$ cat src/rtl/tri_pkg.sv
// Shared types and constants for the trilateration range generator and its
// sequential square-root engine.
package tri_pkg;

  localparam int N_DEF = 8;

  typedef enum logic [2:0] {
    IDLE,
    SQR,
    ROOT,
    RND,
    DONE
  } state_t;

  localparam logic [1:0] ANC_A = 2'd0;
  localparam logic [1:0] ANC_B = 2'd1;
  localparam logic [1:0] ANC_C = 2'd2;

  // One root bit per cycle, so an N-bit coordinate space needs N+1 cycles.
  function automatic int root_iters(input int n);
    return n + 1;
  endfunction

  localparam int ROOT_ITERS = root_iters(N_DEF);

endpackage

$ cat src/rtl/tri_isqrt_seq.sv
// Restoring bit-serial integer square root: RW result bits, MSB first,
// one bit per clock after start; yields floor(sqrt(d2)) and d2 - root^2.
module tri_isqrt_seq #(
  parameter int RW = 9
) (
  input  logic            clk,
  input  logic            rst_n,
  input  logic            start,
  input  logic [2*RW-1:0] d2,
  output logic            busy,
  output logic            done,
  output logic [RW-1:0]   root,
  output logic [RW:0]     rem
);

  localparam int CW = $clog2(RW + 1);

  logic [2*RW-1:0] rad;
  logic [CW-1:0]   cnt;
  logic [RW+2:0]   acc;
  logic [RW+2:0]   trial;
  logic [RW+2:0]   diff;
  logic [RW-1:0]   next_root;
  logic [RW:0]     next_rem;

  // The remainder never exceeds 2*root, so RW+1 bits hold it between steps.
  always_comb begin
    acc       = {rem, rad[2*RW-1 -: 2]};
    trial     = {1'b0, root, 2'b01};
    diff      = acc - trial;
    next_root = {root[RW-2:0], 1'b0};
    next_rem  = acc[RW:0];
    if (acc >= trial) begin
      next_root = {root[RW-2:0], 1'b1};
      next_rem  = diff[RW:0];
    end
  end

  always_ff @(posedge clk or negedge rst_n) begin
    if (!rst_n) begin
      rad  <= '0;
      cnt  <= '0;
      root <= '0;
      rem  <= '0;
      busy <= 1'b0;
      done <= 1'b0;
    end else if (start) begin
      rad  <= d2;
      cnt  <= CW'(RW);
      root <= '0;
      rem  <= '0;
      busy <= 1'b1;
      done <= 1'b0;
    end else if (busy) begin
      rad  <= {rad[2*RW-3:0], 2'b00};
      root <= next_root;
      rem  <= next_rem;
      cnt  <= cnt - CW'(1);
      if (cnt == CW'(1)) begin
        busy <= 1'b0;
        done <= 1'b1;
      end
    end
  end

endmodule

$ cat src/rtl/tri_range_gen.sv
// Forward model for the trilateration solver: rounded Euclidean distance from
// target M to anchors A, B, C, computed in turn through one shared root engine.
module tri_range_gen
  import tri_pkg::*;
#(
  parameter int N = N_DEF
) (
  input  logic                clk,
  input  logic                rst_n,
  input  logic                in_valid,
  output logic                in_ready,
  input  logic signed [N-1:0] xA,
  input  logic signed [N-1:0] yA,
  input  logic signed [N-1:0] xB,
  input  logic signed [N-1:0] yB,
  input  logic signed [N-1:0] xC,
  input  logic signed [N-1:0] yC,
  input  logic signed [N-1:0] xM,
  input  logic signed [N-1:0] yM,
  output logic                out_valid,
  input  logic                out_ready,
  output logic [N:0]          rA,
  output logic [N:0]          rB,
  output logic [N:0]          rC
);

  localparam int RW = root_iters(N);
  localparam int DW = 2 * N + 2;
  localparam int CW = $clog2(RW);

  state_t state, next_state;

  logic signed [N-1:0] cap_xa, cap_ya, cap_xb, cap_yb, cap_xc, cap_yc, cap_xm, cap_ym;
  logic [1:0]          anchor;
  logic [CW-1:0]       cnt;

  logic signed [N-1:0] xk, yk;
  logic signed [N:0]   dx, dy;
  logic signed [DW-1:0] dxe, dye;
  logic [DW-1:0]       d2;
  logic                start;
  logic                sqrt_busy, sqrt_done;
  logic [RW-1:0]       root;
  logic [RW:0]         rem;
  logic [RW:0]         rnd_sum;
  logic [N:0]          rounded;

  assign in_ready  = (state == IDLE);
  assign out_valid = (state == DONE);

  // Differences are taken one bit wider than the coordinates so they cannot wrap.
  always_comb begin
    xk = cap_xa;
    yk = cap_ya;
    case (anchor)
      ANC_B:   begin xk = cap_xb; yk = cap_yb; end
      ANC_C:   begin xk = cap_xc; yk = cap_yc; end
      default: begin xk = cap_xa; yk = cap_ya; end
    endcase
    dx  = {cap_xm[N-1], cap_xm} - {xk[N-1], xk};
    dy  = {cap_ym[N-1], cap_ym} - {yk[N-1], yk};
    dxe = DW'(dx);
    dye = DW'(dy);
    d2  = DW'(dxe * dxe) + DW'(dye * dye);
  end

  // Round to nearest: rem > r means d2 lies past (r + 0.5)^2.
  always_comb begin
    rnd_sum = {1'b0, root} + (RW + 1)'(rem > (RW + 1)'(root));
    rounded = rnd_sum[RW] ? {(N + 1){1'b1}} : rnd_sum[N:0];
  end

  tri_isqrt_seq #(
    .RW(RW)
  ) u_isqrt (
    .clk  (clk),
    .rst_n(rst_n),
    .start(start),
    .d2   (d2),
    .busy (sqrt_busy),
    .done (sqrt_done),
    .root (root),
    .rem  (rem)
  );

  always_comb begin
    next_state = state;
    start      = 1'b0;
    case (state)
      IDLE: if (in_valid) next_state = SQR;
      SQR: begin
        start      = 1'b1;
        next_state = ROOT;
      end
      ROOT: if (cnt == '0) next_state = RND;
      RND:  next_state = (anchor == ANC_C) ? DONE : SQR;
      DONE: if (out_ready) next_state = IDLE;
      default: next_state = IDLE;
    endcase
  end

  always_ff @(posedge clk or negedge rst_n) begin
    if (!rst_n) begin
      state  <= IDLE;
      cap_xa <= '0;
      cap_ya <= '0;
      cap_xb <= '0;
      cap_yb <= '0;
      cap_xc <= '0;
      cap_yc <= '0;
      cap_xm <= '0;
      cap_ym <= '0;
      anchor <= ANC_A;
      cnt    <= '0;
      rA     <= '0;
      rB     <= '0;
      rC     <= '0;
    end else begin
      state <= next_state;
      case (state)
        IDLE: if (in_valid) begin
          cap_xa <= xA;
          cap_ya <= yA;
          cap_xb <= xB;
          cap_yb <= yB;
          cap_xc <= xC;
          cap_yc <= yC;
          cap_xm <= xM;
          cap_ym <= yM;
          anchor <= ANC_A;
        end
        SQR:  cnt <= CW'(RW - 1);
        ROOT: cnt <= cnt - CW'(1);
        RND: begin
          if (sqrt_done && !sqrt_busy) begin
            case (anchor)
              ANC_A:   rA <= rounded;
              ANC_B:   rB <= rounded;
              default: rC <= rounded;
            endcase
          end
          anchor <= anchor + 2'd1;
        end
        default: ;
      endcase
    end
  end

endmodule

$ cat config.mk
export PLATFORM = sky130hd
export DESIGN_NAME = tri_range_gen
export DESIGN_NICKNAME = d
export VERILOG_FILES = /design/src/rtl/tri_pkg.sv /design/src/rtl/tri_isqrt_seq.sv /design/src/rtl/tri_range_gen.sv
export SDC_FILE = /design/constraint.sdc
export NUM_CORES = 1
export LEC_CHECK = 0
export ABC_AREA = 0
export CAP_MARGIN = 40
export CORE_AREA = 4 4 161 163
export DETAILED_ROUTE_END_ITERATION = 7
export DIE_AREA = 0 0 165 167
export PLACE_DENSITY = 0.82
export SLEW_MARGIN = 20
export SYNTH_ARGS = -nofsm -noshare
export SYNTH_HDL_FRONTEND = slang
export SYNTH_SLANG_ARGS = --single-unit
$ cat constraint.sdc
create_clock -name clk -period 8.2 [get_ports clk]
set_input_delay 0.82 -clock clk [delete_from_list [all_inputs] [get_ports clk]]
set_output_delay 0.82 -clock clk [all_outputs]
set_load 0.1 [all_outputs]
==> flow_summary.json, run 1 <==
{
  "status": "complete, no violations",
  "final_cells": 1782,
  "drv_cap": 0,
  "grt_max_degree": 70,
  "critPathKind": "reg2reg",
  "die-area_sq_mm": 0.0276,
  "regArea_sq_mm": 0.00358,
  "crit_path_frequent_cell": "fa_1",
  "ys_top_cells_by_area": "dfrtp_1, fa_1, ha_1, mux2_2, inv_1",
  "cts-htree-levels": 4,
  "end_kind": "flip-flop",
  "clkSinkCount": 143,
  "timing.final.crit_period_ps": 8070,
  "cp.depth": 34,
  "fp.dieW_microns": 165,
  "drc": 0,
  "finalHoldViolCount": 0,
  "firstDrtPassIters": 5,
  "grt_pass1_vias": 10853,
  "path_clk_slew_ps": 70,
  "via_per_inst": 5.65,
  "grt_usage_pct": 24.2,
  "cts_root_buf": "clkbuf_16",
  "synth-edff-count": 0,
  "fillers": 1688,
  "ys_seq_area_share_pct": 27.9,
  "ios": 97,
  "hold_path.class": "in2async",
  "core_area_sq_mm": 0.0243,
  "tightest_slew_ps": 846,
  "max_freq_mhz": 124,
  "r2r_end": "u_isqrt.rad[15]",
  "crit_end": "u_isqrt.rad[15]",
  "port-buffer-count": 96,
  "grt_pass1_wl_microns": 53400,
  "multiInputGateArea_sq_mm": 0.00859,
  "ys_ff_latch": 143,
  "dr_total_vias": 10073,
  "fin_tns_setup_ps": 0,
  "routed_wl_microns": 33500,
  "skew_ps": 15.5,
  "whs_ps": 375,
  "drive_gt1_share_pct": 19.1,
  "cp_num_buf_inv": 8,
  "overflow": 0,
  "drt-initial-drc-count": 684,
  "placed_area_sq_mm": 0.0148,
  "ant_nets": 0,
  "worstPathArrival_ps": 8410,
  "cp_max_fo": 6,
  "place.gp.congestion": 0.963,
  "final_cell_mix": "inv_1, dfrtp_1, fa_1",
  "r2r_cells": 34,
  "slowest_stage": "fa_1",
  "fp-row-count": 57,
  "start_util_pct": 52.8,
  "critPathMaxStageDelay_ps": 550,
  "synth_largest_area_cell": "dfrtp_1",
  "antenna_found_initial": 0,
  "maxSlewHeadroom_pct": 43.6,
  "syn_to_final_growth_pct": 23.6,
  "cts_tree": "yes",
  "syn_avg_cell_area_sq_um": 10.0,
  "cp_data_required_time_ps": 8540,
  "finalSetupViolCount": 0,
  "final.period_utilization_pct": 98.4,
  "diodes": 0,
  "synth_ff_type": "dfrtp_1",
  "critPathLaunch": "anchor[1]",
  "numCtsBuffers": 17,
  "die_h_microns": 167,
  "synthArstFlopShare_pct": 100,
  "synth_nets": 1605,
  "r2r-start": "anchor[1]",
  "dp_hpwl_microns": 23800,
  "final_common_cell": "inv_1",
  "syn_inst": 1283,
  "clock_latency_ps": 440,
  "critical_path.top_delay_family": "adder cells",
  "r2r_slack_ps": 130,
  "synth.distinct_cells": 63,
  "maxSlewViolCount": 0,
  "yosysTopAreaCellShare_pct": 27.9,
  "yosys_warnings": 0,
  "dp.cells": 1732,
  "nNetsFinal": 1767,
  "cts_buffer_depth": 2,
  "wire_per_inst_microns": 18.8,
  "final_area_sq_mm": 0.0159,
  "synth_area_sq_mm": 0.0128,
  "start_kind": "flip-flop"
}
[layer usage]
layer  wire, microns  global-route usage (%)
met3            1630                    3.86
met4            1450                    9.76
met2           17700                    42.4
met5               0                       0
met1           12800                    29.5
[cell type report]
class                           instances  area share [%]
Inverter                              199            4.74
Tap cell                              324            2.55
Multi-Input combinational cell        894            54.1
Clock inverter                         15            1.19
Sequential cell                       143            22.6
Clock buffer                           17            2.68
Timing Repair Buffer                  190            12.2
[worst min path at each step]
stage,start,end,slack [ps],cells past startpoint
final,rst_n,cap_yb[6],380,1
after detailed placement,rC[3],rC[3],480,2
after global routing,rst_n,cap_yb[6],430,1
after global placement,rB[6],rB[6],470,2
after floorplan,u_isqrt.done,u_isqrt.done,450,2
after CTS,rst_n,cap_yb[6],390,1
[logic make-up (layout without fill, tap and decap cells)]
group	count (synthesis)	in the layout	synth area share (%)
AOI/OAI and AO/OA	195	195	9.45
xor gates and xnor gates	49	49	3.40
adders and majority gates	254	254	33.1
buffers and inverters	246	421	7.44
DFF	143	143	27.9
muxes	100	100	8.50
and+or+nand+nor	296	296	10.3
[synth_stat cells, drive strengths merged (4+ instances only)]
| library cell | count |
|---|---|
| nor2b | 8 |
| dfrtp | 143 |
| a211oi | 7 |
| nor3 | 10 |
| clkbuf | 29 |
| o21a | 10 |
| nand4 | 4 |
| a22oi | 16 |
| nor2 | 98 |
| xor2 | 17 |
| inv | 198 |
| fa | 142 |
| o21bai | 4 |
| nand2 | 108 |
| nand2b | 20 |
| buf | 18 |
| a21o | 11 |
| a21boi | 4 |
| mux2i | 28 |
| ha | 112 |
| a31oi | 4 |
| mux2 | 72 |
| xnor2 | 32 |
| o21ai | 87 |
| a21oi | 31 |
| and2 | 8 |
| or2 | 10 |
| a32oi | 4 |
| nand3 | 17 |
[stage by stage]
step | setup slack [ps] | util, %
global placement | 38.7 | 59.0
floorplan | 42.3 | -
CTS | 19.9 | 63.9
detailed placement | -231 | 60.9
global route | -146 | 65.3
finish | 132 | 65.3
[registers in the layout, summed over array words and instances, names as in the netlist, 9 cells and up]
name and count:
rA 9, u_isqrt.rad 18, rB 9, u_isqrt.root 9
rC 9, u_isqrt.rem 10
[timing repair]
| item | in CTS | in global routing |
|---|---|---|
| endpoints found under the setup margin | 7 | 9 |
| gates resized for setup | 10 | 68 |
| hold buffers | 0 | 0 |
| pin swaps | 2 | 40 |
| buffers inserted | 6 | 12 |
Power of run 1 is not shown: default switching activity piles up to over one toggle a cycle in this logic, so the estimate is an artifact.
==> run 2, diff against run 1 <==
- ABC_AREA: 0 -> unset
- SLEW_MARGIN: 20 -> unset
==> results of run 2 <==
Final layout, timing and power as in run 1 (identical DEF).
Power of run 2 is left out for the same reason.
==> run 3, diff against run 2 <==
- TNS_END_PERCENT: unset -> 5
==> results of run 3 <==
Final layout, timing and power as in run 1 (identical DEF).
Power of run 3 is left out for the same reason.
